## config.mk

```make
export PLATFORM = sky130hd
export DESIGN_NAME = ahblite_interconnect
export DESIGN_NICKNAME = d
export VERILOG_FILES = /design/src/rtl/ahblite_interconnect.sv
export SDC_FILE = /design/constraint.sdc
export NUM_CORES = 1
export LEC_CHECK = 0
export BUFFER_PORTS_ARGS = -buffer_cell sky130_fd_sc_hd__buf_2
export CAP_MARGIN = 20
export CELL_PAD_IN_SITES_DETAIL_PLACEMENT = 0
export CELL_PAD_IN_SITES_GLOBAL_PLACEMENT = 1
export CORE_MARGIN = 10
export CORE_UTILIZATION = 14
export DETAILED_ROUTE_END_ITERATION = 8
export HOLD_SLACK_MARGIN = 0.1
export PLACE_DENSITY_LB_ADDON = 0.1
export REMOVE_ABC_BUFFERS = 1
export SETUP_SLACK_MARGIN = 0.02
export SYNTH_ARGS = -nofsm -noshare
export SYNTH_HDL_FRONTEND = slang
export SYNTH_SLANG_ARGS = --single-unit
```

## constraint.sdc

```tcl
create_clock -name HCLK -period 1.4 [get_ports HCLK]
set_input_delay 0.14 -clock HCLK [delete_from_list [all_inputs] [get_ports HCLK]]
set_output_delay 0.14 -clock HCLK [all_outputs]
set_load 0.02 [all_outputs]
```

## src/rtl/ahblite_interconnect.sv

```systemverilog
// AHB-Lite single-master decoder and response mux with an ERROR default slave; AHB_TIMEOUT_EN adds a wait-state watchdog.
// Latency: HSEL is combinational from HADDR; the response mux follows a data-phase select registered while HREADY=1.
// Backpressure: HREADY mirrors the data-phase slave; unmapped active transfers get a two-cycle ERROR (one wait state).
module ahblite_interconnect #(
  parameter int NUM_PORTS = 6,
  parameter logic [32*NUM_PORTS-1:0] PORT_BASE = {32'h4030_0000, 32'h4010_0000, 32'h4000_0010,
                                                 32'h4005_0000, 32'h2000_0000, 32'h0000_0000},
  parameter logic [32*NUM_PORTS-1:0] PORT_MASK = {32'hFFF0_0000, 32'hFFF0_0000, 32'hFFFF_FFF0,
                                                 32'hFFFF_0000, 32'hFFFF_0000, 32'hFFFF_0000},
  parameter logic [NUM_PORTS-1:0] PORT_EN = {NUM_PORTS{1'b1}},
  parameter int TIMEOUT_CYCLES = 1024
) (
  input  logic                    HCLK,
  input  logic                    HRESETn,
  input  logic [31:0]             HADDR,
  input  logic [1:0]              HTRANS,
  output logic [NUM_PORTS-1:0]    HSEL,
  input  logic [NUM_PORTS-1:0]    HREADYOUT_S,
  input  logic [NUM_PORTS-1:0]    HRESP_S,
  input  logic [32*NUM_PORTS-1:0] HRDATA_S,
  output logic                    HREADY,
  output logic                    HRESP,
  output logic [31:0]             HRDATA,
  output logic                    DECERR
);

  localparam int DEF = NUM_PORTS;

  typedef enum logic [1:0] {D_IDLE, D_ERR1, D_ERR2} dstate_t;

  logic [NUM_PORTS-1:0] match;
  logic [NUM_PORTS-1:0] hsel_c;
  logic                 hit;
  logic [NUM_PORTS:0]   dsel;
  logic                 ready_m;
  logic                 resp_m;
  logic [31:0]          rdata_m;
  dstate_t              dstate;
  logic                 def_ready;
  logic                 def_resp;
  logic                 def_decerr;
  logic                 unmapped_active;
  logic                 unused_htrans0;

  assign unused_htrans0 = HTRANS[0];

  always_comb begin
    match = '0;
    for (int i = 0; i < NUM_PORTS; i++) begin
      match[i] = PORT_EN[i] &
                 ((HADDR & PORT_MASK[32*i +: 32]) == (PORT_BASE[32*i +: 32] & PORT_MASK[32*i +: 32]));
    end
  end

  // Isolating the lowest set bit gives lowest-index priority on overlapping windows.
  assign hsel_c = match & (-match);
  assign hit    = |match;
  assign HSEL   = hsel_c;

  always_ff @(posedge HCLK or negedge HRESETn) begin
    if (!HRESETn) begin
      dsel <= {1'b1, {NUM_PORTS{1'b0}}};
    end else if (HREADY) begin
      dsel <= {~hit, hsel_c};
    end
  end

  always_comb begin
    ready_m = dsel[DEF] & def_ready;
    resp_m  = dsel[DEF] & def_resp;
    rdata_m = '0;
    for (int i = 0; i < NUM_PORTS; i++) begin
      ready_m = ready_m | (dsel[i] & HREADYOUT_S[i]);
      resp_m  = resp_m  | (dsel[i] & HRESP_S[i]);
      rdata_m = rdata_m | (HRDATA_S[32*i +: 32] & {32{dsel[i]}});
    end
  end

  assign unmapped_active = HREADY & HTRANS[1] & ~hit;

  always_ff @(posedge HCLK or negedge HRESETn) begin
    if (!HRESETn) begin
      dstate     <= D_IDLE;
      def_ready  <= 1'b1;
      def_resp   <= 1'b0;
      def_decerr <= 1'b0;
    end else begin
      case (dstate)
        D_IDLE, D_ERR2: begin
          if (unmapped_active) begin
            dstate     <= D_ERR1;
            def_ready  <= 1'b0;
            def_resp   <= 1'b1;
            def_decerr <= 1'b1;
          end else begin
            dstate     <= D_IDLE;
            def_ready  <= 1'b1;
            def_resp   <= 1'b0;
            def_decerr <= 1'b0;
          end
        end
        D_ERR1: begin
          dstate     <= D_ERR2;
          def_ready  <= 1'b1;
          def_resp   <= 1'b1;
          def_decerr <= 1'b0;
        end
        default: begin
          dstate     <= D_IDLE;
          def_ready  <= 1'b1;
          def_resp   <= 1'b0;
          def_decerr <= 1'b0;
        end
      endcase
    end
  end

`ifdef AHB_TIMEOUT_EN
  localparam logic [15:0] TO_LIMIT = 16'(TIMEOUT_CYCLES - 1);

  logic [15:0] to_cnt;
  logic        to_err1;
  logic        to_err2;

  assign to_err1 = ~dsel[DEF] & ~to_err2 & (to_cnt == TO_LIMIT);

  // Counts stalled data-phase cycles of a real port; HREADY=1 ends the stall.
  always_ff @(posedge HCLK or negedge HRESETn) begin
    if (!HRESETn) begin
      to_cnt  <= '0;
      to_err2 <= 1'b0;
    end else begin
      to_err2 <= to_err1;
      if (HREADY) begin
        to_cnt <= '0;
      end else if (!dsel[DEF] && to_cnt != 16'hFFFF) begin
        to_cnt <= to_cnt + 16'd1;
      end
    end
  end

  assign HREADY = to_err1 ? 1'b0 : (to_err2 | ready_m);
  assign HRESP  = to_err1 | to_err2 | resp_m;
  assign DECERR = to_err1 | def_decerr;
`else
  logic [15:0] unused_to_limit;
  assign unused_to_limit = 16'(TIMEOUT_CYCLES - 1);

  assign HREADY = ready_m;
  assign HRESP  = resp_m;
  assign DECERR = def_decerr;
`endif

  assign HRDATA = rdata_m;

endmodule

```

==> impl_metrics.yaml, run 1 <==
floorplanning:
  initial_core_util_pct: 14.2
  die_h_um: 128
  num_rows: 39
  core-area_um2: 11400
  ios: 281
  die_x_um: 128
  die_area_um2: 16300
clock_tree:
  cts_tree: "done"
  numCtsBuffers: 3
  path_clk_slew_ps: 40
  root_buffer: "clkbuf_16"
  htree_num_levels: 1
  clk_latency_ps: 240
  clock-sinks: 11
  ctsLongestPathBuffers: 2
routing:
  routedWlPerCell_um: 23.8
  viasPerCell: 4.88
  drt_iter0_markers: 199
  dr.pass1.iters: 5
  vias: 3136
  drc: 0
  ant_nets: 0
  wirelength_mm: 15.3
global_routing:
  grt_util_met3_pct: 3.97
  grtUsageMet1_pct: 17.9
  grt_antenna_before_repair: 0
  grt_overflow: 0
  gr-usage-met2_pct: 30.4
  grt_max_degree: 35
  grt_pass1_wl_mm: 20.5
  grt.busiest_layer: "met2"
  track_usage_pct: 16.0
  grt_pass1_vias: 3167
timing:
  period_needed_ps: 1570
  rsz0062_at_grt: "true"
  maxSlewViolCount: 0
  setup_viol_count_final: 44
  finClkSkew_ps: 1.14
  hold_viol_final: 0
  period_share_pct: 112
  setup_ws_ps: -173
  fin_setup_tns_ps: -5570
  worst_pin_slew_ps: 400
  hold_slack_ps: 209
  slew_headroom_pct: 73.3
  clock.fmax_ghz: 0.636
cells_and_area:
  mostFrequentLayoutCell: "buf_2"
  nNetsFinal: 741
  stdcell_count: 643
  utilization_pct: 34.9
  mostFrequentLayoutCells: "buf_2 (245), a22oi_1 (64), a22oi_2 (36)"
  syn_to_final_growth_pct: 145
  drive_gt1_share_pct: 74.6
  n_antenna_cell: 0
synthesis:
  synth_top_area_share_pct: 46.2
  ys_seq_area_share_pct: 17.1
  synth_edf_count: 0
  synth_area_per_cell_um2: 7.64
  yosysTopAreaCell: "a22oi_1"
  synthTopCellsByArea: "a22oi_1 (46%), dfrtp_1 (14%), nand3_1 (11%)"
  synthFlopType: "dfrtp_1"
  synth-seq-cells: 11
  yosys_warnings: 0
  synthArstFlopShare_pct: 100
  syn_inst: 213
  syn_area_um2: 1630
  synthDistinctLibCells: 26
worst_hold_path:
  whs_path_depth: 2
  worstHoldPathType: "in -> reg"
  min_from: "HADDR[21]"
  holdPathEnd: "dsel[5]"
power:
  total_leakage_power_nw: 1.98
  worst_ir_drop_vdd_mv: 0.305
  power-per-cell-area_nw_per_um2: 342
  finalPower_mw: 1.36
setup_path:
  cp.required_ps: 1520
  critPathMaxFanout: 2
  r2r_start: "dsel[1]"
  rr_endpoint: "dsel[0]"
  crit_chain: "a222oi_1 -> nand3_1 -> buf_4 -> buf_6 -> mux2_4"
  crit_family: "flip-flops"
  cp_slowest_cell: "dfrtp_1"
  start_kind: "register"
  critical_path_class: "reg -> reg"
  startpoint: "dsel[1]"
  reg2reg_slack_ps: -170
  end_kind: "register"
  crit_buf_inv: 2
  arrival_ps: 1690
  rr_worst_depth: 5
  worst_path_largest_cell_delay_ps: 410
placed_design:
  place.detailed.hpwl_mm: 11.7
  gp_congestion: 0.821
  port-buffer-count: 275
  place_inst: 626
run:
  maxCapViolCount: 0
outcome:
  violations: "setup timing"
  outcome: "finished with violations"
per-stage QoR:
stage               area [um^2]  setup WS (ps)
finish                     3980           -173
global route               3980           -232
CTS                        3610           -186
detailed placement         3280          -68.6
global placement           3280          -27.4
floorplan                  1510           -706
worst max-delay path by stage:
stage / endpoint / slack [ps] / cells past startpoint
after floorplan: dsel[0] / -710 / 3
after global placement: HSEL[5] / -30 / 6
after detailed placement: dsel[4] / -70 / 4
after CTS: HREADY / -190 / 4
after global routing: HRESP / -230 / 4
final: dsel[0] / -170 / 5
what timing repair did:
action,CTS,global route
buffers inserted,6,3
hold buffers,1,0
endpoints found under the setup margin,49,50
cloned,1,3
gates resized for setup,46,66
hold endpoints to repair,11,0
pin swaps,7,15
report_power, final:
group	internal, mW	leakage (nW)	switching [mW]	total, mW
clock	0.381	0.0382	0.131	0.513
combinational	0.313	1.80	0.195	0.507
sequential	0.336	0.140	0.00535	0.341
layout make-up:
class | count | area [um^2]
timing repair buffer | 308 | 1950
inverter | 2 | 7.51
sequential | 11 | 280
clock buffer | 4 | 78.8
tap | 143 | 179
fill | 1220 | 7440
multi-input combinational | 175 | 1480
Yosys cell counts (2+ instances only):
master	count
buf_6	3
nand3_1	35
clkbuf_1	22
nand3b_1	2
nor2b_1	2
inv_1	2
nor4_1	5
nor4b_1	2
nand4_1	3
mux2_4	5
dfstp_2	2
dfrtp_1	9
nor2_1	8
a222oi_1	2
a22oi_1	100
cell families after synthesis:
group	Yosys count	share of synthesized area [%]
mux	5	4.62
flops	11	17.1
compound gates	108	50.3
buf+inv	27	7.62
simple gates	62	20.4
state kept, by name (all words and copies together), names as in the netlist:
register	flops
def_ready	1
def_resp	1
dsel	7
dstate	2
metal layers:
metal	wire [um]	share of wire [%]	up-vias
met1	5440	36	1481
met3	1480	9.7	4
met4	61	0.40	0
met5	0	0	-
li1	-	-	1475
met2	8300	54	176
Power figures use the tool's default switching activity.
==> run 2, diff against run 1 <==
- SKIP_LAST_GASP: default -> 1
==> impl_metrics.yaml, run 2 (same netlist as run 1, synthesis figures left out) <==
outcome:
  outcome: "finished with violations"
  violations: "setup timing"
power:
  power-per-cell-area_nw_per_um2: 345
  total_leakage_power_nw: 1.95
  worst_ir_drop_vdd_mv: 0.305
setup_path:
  critPathMaxFanout: 11
  start_kind: "register"
  cp.required_ps: 1260
  arrival_ps: 1440
  end_kind: "output pin"
  critical_path_class: "reg -> out"
timing:
  slew_headroom_pct: 73.3
  hold_viol_final: 0
  finClkSkew_ps: 1.13
  setup_viol_count_final: 44
  period_share_pct: 113
  worst_pin_slew_ps: 400
  rsz0062_at_grt: "true"
  setup_ws_ps: -184
  period_needed_ps: 1580
  clock.fmax_ghz: 0.631
  maxSlewViolCount: 0
placed_design:
  port-buffer-count: 275
  gp_congestion: 0.821
  placed_cell_area_um2: 3280
  dp_slack_ps: -68.6
  place.detailed.hpwl_mm: 11.7
cells_and_area:
  mostFrequentLayoutCell: "buf_2"
  design_area_um2: 3940
  reg.largest.list: "dsel x7, dstate x2"
  top_register: "dsel"
  nNetsFinal: 741
  syn_to_final_growth_pct: 142
  largest_reg_flops: 7
  drive_gt1_share_pct: 73.6
  mostFrequentLayoutCells: "buf_2 (247), a22oi_1 (66), nand3_1 (34), a22oi_2 (34), buf_4 (32)"
clock_tree:
  ctsLongestPathBuffers: 2
  clock-sinks: 11
  clk_latency_ps: 240
  numCtsBuffers: 3
  htree_num_levels: 1
  root_buffer: "clkbuf_16"
  cts_tree: "done"
  path_clk_slew_ps: 40
global_routing:
  grt_pass1_wl_mm: 20.4
  grt_pass1_vias: 3157
  grt_antenna_before_repair: 1
  track_usage_pct: 16.0
  grt_max_degree: 35
  grt_overflow: 0
routing:
  wirelength_mm: 15.3
  ant_nets: 0
  dr.pass1.iters: 5
  drc: 0
  drt_iter0_markers: 219
  routedWlPerCell_um: 23.7
  viasPerCell: 4.88
  vias: 3145
floorplanning:
  num_rows: 39
  die_h_um: 128
  die_x_um: 128
  initial_core_util_pct: 14.2
  core-area_um2: 11400
  ios: 281
  die_area_um2: 16300
run:
  maxCapViolCount: 0
worst_hold_path:
  worstHoldPathType: "in -> reg"
run 2: cell types whose count changed in the layout (fill, tap and decap cells not counted), sizes merged:
cell   delta
diode     +1
run 2: through the flow:
stage,TNS (ps),instances,total power [mW],util [%],hold WS (ps)
floorplan,-6880,188,0.416,-,-156
detailed placement,-343,626,0.781,28.7,16.6
global placement,-80.2,626,0.777,28.7,16.0
CTS,-5850,637,1.33,31.3,211
global route,-8100,644,1.43,34.5,218
finish,-5320,644,1.36,34.5,209
run 2: cell type report:
class,instances,area (um^2)
fillers,1214,7480
diodes,1,2.50
multi-input cells,175,1460
flip-flops and latches,11,280
inverters,2,7.51
clock buffers,4,78.8
well taps,143,179
repair buffers,308,1930
run 2: path summary, 6_finish.rpt:
kind                           start         end  slack, ps  depth (start not counted)
min                        HADDR[21]     dsel[5]        210                          2
min in group asynchronous    HRESETn   dstate[1]        290                          2
min reg2reg                dstate[1]   dstate[1]        410                          1
max in group asynchronous    HRESETn   def_ready        850                          2
max reg2reg                  dsel[1]     dsel[0]       -150                          5
max                          dsel[2]  HRDATA[19]       -180                          5
run 2: where the power goes:
part,leakage [nW],switching [mW],internal (mW)
clock network,0.0382,0.131,0.381
registers,0.140,0.00535,0.336
logic,1.77,0.194,0.309
run 2: per-layer routing:
metal	share of wire (%)	track usage, %	vias up
met4	0.57	2.72	0
met1	36	17.7	1484
li1	-	-	1477
met3	9.2	4.01	6
met5	0	0	-
met2	54	30.0	178
run 2: worst max-delay path, stage by stage (launching register included):
cell and delay, ps:
dfrtp_1 400, buf_8 170, buf_16 160, a22oi_1 170
nand3_1 140, buf_6 160
run 2: timing repair:
item                                    in CTS  in global routing
endpoints found under the hold margin       11                  0
endpoints found under the setup margin      49                 50
hold buffers                                 1                  0
pin swaps                                    7                 15
gates resized for setup                     38                 66
setup buffers                                6                  3
gates cloned                                 1                  3
